$ cat config.mk
export PLATFORM = sky130hd
export DESIGN_NAME = monopix_hit_decoder
export DESIGN_NICKNAME = d
export VERILOG_FILES = /design/src/rtl/monopix_hit_decoder.sv
export SDC_FILE = /design/constraint.sdc
export NUM_CORES = 1
export LEC_CHECK = 0
export ABC_CLOCK_PERIOD_IN_PS = 11290
export CORE_UTILIZATION = 50
export DETAILED_ROUTE_END_ITERATION = 12
export PLACE_DENSITY = 0.68
export SLEW_MARGIN = 20
export SYNTH_ARGS = -nofsm -noshare
export SYNTH_HDL_FRONTEND = slang
export SYNTH_SLANG_ARGS = --single-unit
$ cat constraint.sdc
create_clock -name clk_out -period 11.29 [get_ports clk_out]
set_input_delay 1.6935 -clock clk_out [delete_from_list [all_inputs] [get_ports clk_out]]
set_output_delay 1.6935 -clock clk_out [all_outputs]
set_load 0.1 [all_outputs]
$ cat src/rtl/monopix_hit_decoder.sv
// Monopix hit decoder: Gray-decodes deserialised hit words, computes time-over-threshold,
// and buffers the results in a first-word-fall-through FIFO with lost-hit accounting.
module monopix_hit_decoder #(
  parameter int FIFO_DEPTH = 16,
  parameter int CNT_W      = 16
) (
  input  logic                        clk_out,
  input  logic                        reset,
  input  logic [26:0]                 data_in,
  input  logic                        data_in_strobe,
  output logic [31:0]                 out_data,
  output logic                        out_valid,
  input  logic                        out_ready,
  output logic [$clog2(FIFO_DEPTH):0] fifo_count,
  output logic [CNT_W-1:0]            lost_cnt
);

  localparam int AW = $clog2(FIFO_DEPTH);
  localparam int CW = AW + 1;
  localparam logic [CW-1:0] DEPTH_C = CW'(FIFO_DEPTH);

  function automatic logic [5:0] gray2bin(input logic [5:0] g);
    logic [5:0] b;
    // NOTE: blocking '=' is correct here -- each bit depends on the one computed just before it.
    b[5] = g[5];
    for (int i = 4; i >= 0; i--) b[i] = b[i+1] ^ g[i];
    return b;
  endfunction

  // Stage 1: decode register
  logic       dec_valid;
  logic [5:0] dec_col;
  logic [8:0] dec_row;
  logic [5:0] dec_le;
  logic [5:0] dec_te;

  always_ff @(posedge clk_out) begin
    if (reset) begin
      dec_valid <= 1'b0;
    end else begin
      dec_valid <= data_in_strobe;
      if (data_in_strobe) begin
        dec_col <= data_in[26:21];
        dec_te  <= gray2bin(data_in[20:15]);
        dec_le  <= gray2bin(data_in[14:9]);
        dec_row <= data_in[8:0];
      end
    end
  end

  // Stage 2: FIFO write, with drop accounting when full
  logic [31:0]   mem [FIFO_DEPTH];
  logic [AW-1:0] wr_ptr;
  logic [AW-1:0] rd_ptr;
  logic          lost_flag;
  logic [5:0]    tot;
  logic [31:0]   wr_word;
  logic          full;
  logic          pop;
  logic          wr_accept;
  logic          wr_drop;
  logic [CW-1:0] count_next;

  // Six-bit subtraction gives the modulo-64 wrap directly.
  assign tot       = dec_te - dec_le;
  assign wr_word   = {lost_flag, 4'b0000, dec_col, dec_row, dec_le, tot};
  assign full      = (fifo_count == DEPTH_C);
  assign out_valid = (fifo_count != '0);
  assign pop       = out_valid & out_ready;
  // A pop frees the head slot in the same edge, so a full FIFO can still take the write.
  assign wr_accept = dec_valid & (~full | pop);
  assign wr_drop   = dec_valid & full & ~pop;
  assign out_data  = out_valid ? mem[rd_ptr] : 32'd0;

  always_comb begin
    // NOTE: default assignment first so no path through the case leaves count_next unassigned (no latch).
    count_next = fifo_count;
    unique case ({wr_accept, pop})
      2'b10:   count_next = fifo_count + 1'b1;
      2'b01:   count_next = fifo_count - 1'b1;
      default: count_next = fifo_count;
    endcase
  end

  // NOTE: storage RAM has no reset; validity is tracked entirely by the pointers and count.
  always_ff @(posedge clk_out) begin
    if (wr_accept) mem[wr_ptr] <= wr_word;
  end

  always_ff @(posedge clk_out) begin
    if (reset) begin
      wr_ptr     <= '0;
      rd_ptr     <= '0;
      fifo_count <= '0;
      lost_cnt   <= '0;
      lost_flag  <= 1'b0;
    end else begin
      fifo_count <= count_next;
      if (wr_accept) wr_ptr <= wr_ptr + 1'b1;
      if (pop)       rd_ptr <= rd_ptr + 1'b1;
      if (wr_drop) begin
        lost_flag <= 1'b1;
        if (lost_cnt != '1) lost_cnt <= lost_cnt + 1'b1;
      end else if (wr_accept) begin
        lost_flag <= 1'b0;
      end
    end
  end

endmodule

* Yosys cells after proc, flatten, opt, wreduce, memory -nomap -nowiden
Memory sizes are Yosys's and may differ from the RTL's. A register that Yosys moved wholly into a read port is not among the register bits.
Index checks and enable logic that the tools add are counted.
** Word-level totals
- Memories kept :: 1
- Flip-flop bits (word level) :: 58
- Word-level logic and storage cells :: 52
- Memory bits (writable) :: 448
- Output and inout port bits :: 54
- Input bits :: 31
** Memories
- mem :: words 16, width 28, read ports 1, clocked after memory_dff 1, wr ports 1, line 52 : logic [31:0] mem [FIFO_DEPTH];
** Cells by class
- Equal/unequal tests :: 4
- Reductions and logical operators :: 5
- Muxes and demuxes :: 8
- Bitwise gates (word level) :: 18
- $add $sub $neg :: 6
** Operator list (number)
- 32-bit 2-to-1 mux :: 1
- 16-bit by 1-bit adder with 16-bit output, second input constant :: 1
- 16-bit inequality test, second input constant :: 1
- 5-bit case mux with 2 select lines :: 1
- 1-bit bitwise XOR :: 10
- 4-bit by 1-bit adder with 4-bit output, second input constant :: 2
- 4-bit 2-to-1 mux :: 2
- 6-bit subtractor :: 1
- 5-bit by 1-bit adder with 5-bit output, second input constant :: 1
- 5-bit equality test, second input constant :: 1
- 5-bit nonzero test :: 1
- 5-bit by 1-bit subtractor with 5-bit output, second input constant :: 1
- 1-bit bitwise AND :: 4
- 1-bit 2-to-1 mux :: 4
- 2-bit AND reduction :: 2
- 2-bit nonzero test :: 2
- 1-bit inverter :: 3
- 2-bit by 1-bit equality test with 1-bit output, second input constant :: 1
- 2-bit equality test, second input constant :: 1
- 1-bit bitwise OR :: 1

* Longest topological paths before layout
- Depth in word-level cells :: 6
- Gate-level depth with buffers :: 10
- Mapped depth without buffers :: 9

* Worst setup path before layout
No wires, ideal clock.
- Kind :: register -> output
- Start :: register fifo_count[1]
- End :: output out_data[10]
- Data arrival time :: 4154 ps
- Stages on the path, launching flop included :: 6
- Required time :: 9596 ps
- Path buffers :: 1
- Slack :: 5442 ps
- Path through :: dfxtp_1 nor4_4 nand2_1 nand2_1 clkbuf_1 o22ai_1
** Between the ends
- Longest elaborated chain between the ends :: 2
** Ends and longest elaborated chain
- start, declared :: line 14 : output logic [$clog2(FIFO_DEPTH):0] fifo_count,
- start signal, assigned :: line 98 : fifo_count <= count_next;
- 5-bit nonzero test :: line 68 : assign out_valid = (fifo_count != '0);
- named net out_valid :: line 12 : output logic out_valid,
- 32-bit 2-to-1 mux :: line 73 : assign out_data = out_valid ? mem[rd_ptr] : 32'd0;
- end, declared :: line 11 : output logic [31:0] out_data,
The timed path passes the listed nets, and every way through them passes these cells.

==> flow_metrics.env <==
export IMPL_power_density_mw_per_mm2=232
export IMPL_max_freq_mhz=149
export IMPL_synth_area_sq_mm=0.0199
export IMPL_cts_tree="built"
export IMPL_final_common_cell="edfxtp_1"
export IMPL_synth_top_family_by_area="multiplexers"
export IMPL_crit_path_cell_trace="buf_4 -> buf_4 -> mux4_2 -> mux2i_1 -> o22ai_1 -> clkdlybuf4s50_1"
export IMPL_cpMaxStageDelayCell="clkdlybuf4s50_1"
export IMPL_die_w_um=201
export IMPL_period_minus_slack_ps=6710
export IMPL_gp_congestion=0.776
export IMPL_cts_num_sinks=510
export IMPL_clkTransAtPathRegs_ps=60
export IMPL_power_leakage_nw=7.09
export IMPL_synth_xor_area_share_pct=1.41
export IMPL_intPower_mw=3.59
export IMPL_rsz0062_at_grt="no"
export IMPL_maxCapViolCount=0
export IMPL_grt_max_degree=59
export IMPL_cts_resized=0
export IMPL_ys_flop_type="edfxtp_1"
export IMPL_start_kind="register"
export IMPL_ant_nets=0
export IMPL_tightestPinTransition_ps=1140
export IMPL_drt_initial_drc_count=716
export IMPL_die_h_um=201
export IMPL_grt_first_pass_wirelength_um=59500
export IMPL_globalRoute_totalOverflow=0
export IMPL_grt_usage_pct=19.8
export IMPL_finalMaxSlewViolations=0
export IMPL_insertion_delay_ps=580
export IMPL_fin_worst_skew_ps=16.3
export IMPL_nNetsFinal=1132
export IMPL_initial_core_util_pct=51.1
export IMPL_synth_avg_cell_area_sq_um=20.3
export IMPL_required_ps=9600
export IMPL_power_frac_comb_pct=27.1
export IMPL_finalHoldViolCount=0
export IMPL_final_cell_mix="edfxtp_1 (475), mux4_2 (112), clkdlybuf4s50_1 (80), mux2i_1 (59), clkbuf_16 (53)"
export IMPL_synthSimpleGateAreaFrac_pct=3.31
export IMPL_status="complete, no violations"
export IMPL_switching_share_pct=32.9
export IMPL_p_switching_mw=1.76
export IMPL_timing_hold_ws_ps=490
export IMPL_io_pins=85
export IMPL_slew_headroom_pct=24.2
export IMPL_antenna_cells=0
export IMPL_htreeDepth=2
export IMPL_ys_ff_latch=510
export IMPL_drive_above_1_share_pct=21.3
export IMPL_grt_pass1_vias=9698
export IMPL_worst_path_max_fanout=50
export IMPL_die_area_sq_mm=0.0406
export IMPL_cts_buffers=50
export IMPL_wl_um=39200
export IMPL_cp_buffers_inverters=3
export IMPL_hold_buffers=0
export IMPL_antenna_found_initial=0
export IMPL_critical_path_class="reg2out"
export IMPL_syn_inst=981
export IMPL_synth_cell_type_count=51
export IMPL_worst_hold_path_type="reg2reg"
export IMPL_dp_hpwl_um=20400
export IMPL_synth_top_area_share_pct=71.7
export IMPL_synth_warnings=0
export IMPL_num_vias=9637
export IMPL_async_reset_ff_share_pct=0
export IMPL_firstDrtPassIters=5
export IMPL_yosysTopAreaCell="edfxtp_1"
export IMPL_setup_violations=0
export IMPL_root_buffer="clkbuf_16"
export IMPL_num_rows=72
export IMPL_crit_family="buffers and inverters"
export IMPL_core_area_sq_mm=0.0389
export IMPL_synth_fa_ha_area_share_pct=0.918
export IMPL_final_seq_area_sq_mm=0.0150
export IMPL_synth_edf_count=475
export IMPL_syn_to_final_growth_pct=16.0
export IMPL_synthTopCellsByArea="edfxtp_1 (72%), mux4_2 (13%), dfxtp_1 (3.5%)"
export IMPL_worst_setup_path_end_kind="output pin"
export IMPL_timing_final_crit_share_pct=59.4
export IMPL_sequentialPowerShare_pct=41.8
export IMPL_clockBufferDepth=3
export IMPL_cp_slowest_stage_delay_ps=1230
export IMPL_muxShareOfSynthArea_pct=15.7
export IMPL_drc=0
export IMPL_tns_ps=0
export IMPL_io_buffers=80
export IMPL_via_per_inst=5.85
export IMPL_fillerInstances=2849
export IMPL_arrival_ps=5020
export IMPL_crit_path_frequent_cell="buf_4"
export IMPL_synth_compound_area_share_pct=1.97
export IMPL_multi_input_area_sq_mm=0.00476
export IMPL_irDropWorstVdd_mv=0.133
export IMPL_seq_area_frac_synth_pct=75.2
export IMPL_wl_per_cell_um=23.8
export IMPL_power_frac_clock_pct=31.1
export IMPL_post_cts_buffers=0
-- power groups by stage --
stage                     Clock, mW  Sequential [mW]  Combinational, mW
after detailed placement          0             2.28               1.46
after CTS                      1.70             2.24               1.47
after global placement            0             2.28               1.45
final                          1.67             2.24               1.45
after floorplan                   0             2.27               1.12
after global routing           1.77             2.25               1.52
-- stage by stage --
stage / instances / util [%] / power (mW) / cell area [sq um] / setup slack [ps]
3_5_place_dp: 1553 / 55.0 / 3.74 / 21400 / 5040
4_1_cts: 1646 / 59.3 / 5.41 / 23100 / 4410
2_1_floorplan: 984 / - / 3.39 / 19900 / 5440
3_3_place_gp: 1553 / 55.0 / 3.73 / 21400 / 5000
5_1_grt: 1646 / 59.3 / 5.54 / 23100 / 4190
6_report: 1646 / 59.3 / 5.36 / 23100 / 4580
-- state kept, by name, indices dropped and copies added (netlist names), named ones only --
name / cells
lost_cnt: 16
dec_row: 9
dec_valid: 1
rd_ptr: 4
dec_le: 6
dec_te: 6
fifo_count: 5
wr_ptr: 4
lost_flag: 1
mem: 448
dec_col: 6
-- synth_stat cells, types with 2 or more instances --
cell	count
edfxtp_1	475
mux4_2	112
mux2i_1	59
dfxtp_1	35
nor2_1	35
clkbuf_1	30
o22ai_1	28
inv_1	21
xnor2_1	20
nand2_1	15
ha_1	13
nor3_1	13
xor2_1	12
buf_2	11
nor4_1	11
a21oi_1	10
nand3_1	10
o21ai_0	8
nand4_1	7
and2_1	5
nor2b_1	5
buf_4	4
nand2b_1	4
buf_1	3
nor3b_1	3
o21a_1	3
and3_1	2
and4_1	2
or2_2	2
or3_1	2
-- cell type report --
| class | count | share of cell area [%] |
|---|---|---|
| flip-flops and latches | 510 | 64.9 |
| multi-input cells | 405 | 20.6 |
| clock buffers | 61 | 5.88 |
| repair buffers | 99 | 4.09 |
| well taps | 518 | 2.81 |
| clock inverters | 32 | 1.34 |
| inverters | 21 | 0.342 |
-- routing by layer --
metal	wire, um	track usage, %	part of all wire [%]	up-vias
li1	-	-	-	4229
met1	17100	28.4	44	5082
met2	19400	32.3	49	279
met3	2030	2.64	5.2	47
met4	697	5.71	1.8	0
met5	0	0	0	-
-- tightest hold or removal path, stage by stage (launching register included) --
cell,delay [ps]
dfxtp_1,320
nand2_1,60
a21oi_1,70
-- logic make-up (layout without fill, tap and decap cells) --
| family | after synthesis | in the layout |
|---|---|---|
| DFF | 510 | 510 |
| buffers and inverters | 69 | 213 |
| adders and majority gates | 14 | 14 |
| xor gates and xnor gates | 32 | 32 |
| other | 1 | 4 |
| muxes | 172 | 172 |
| AOI/OAI and AO/OA | 61 | 61 |
| and+or+nand+nor | 122 | 122 |
-- final timing paths --
path	slack [ps]	from	cells after the start	end
setup / recovery	4580	register	6	out_data[5]
hold / removal	490	rd_ptr[1]	2	register
setup reg to reg	8250	dec_valid	4	mem[8][21]
hold reg to reg	490	rd_ptr[1]	2	register
(Power assumes the default switching activity.)
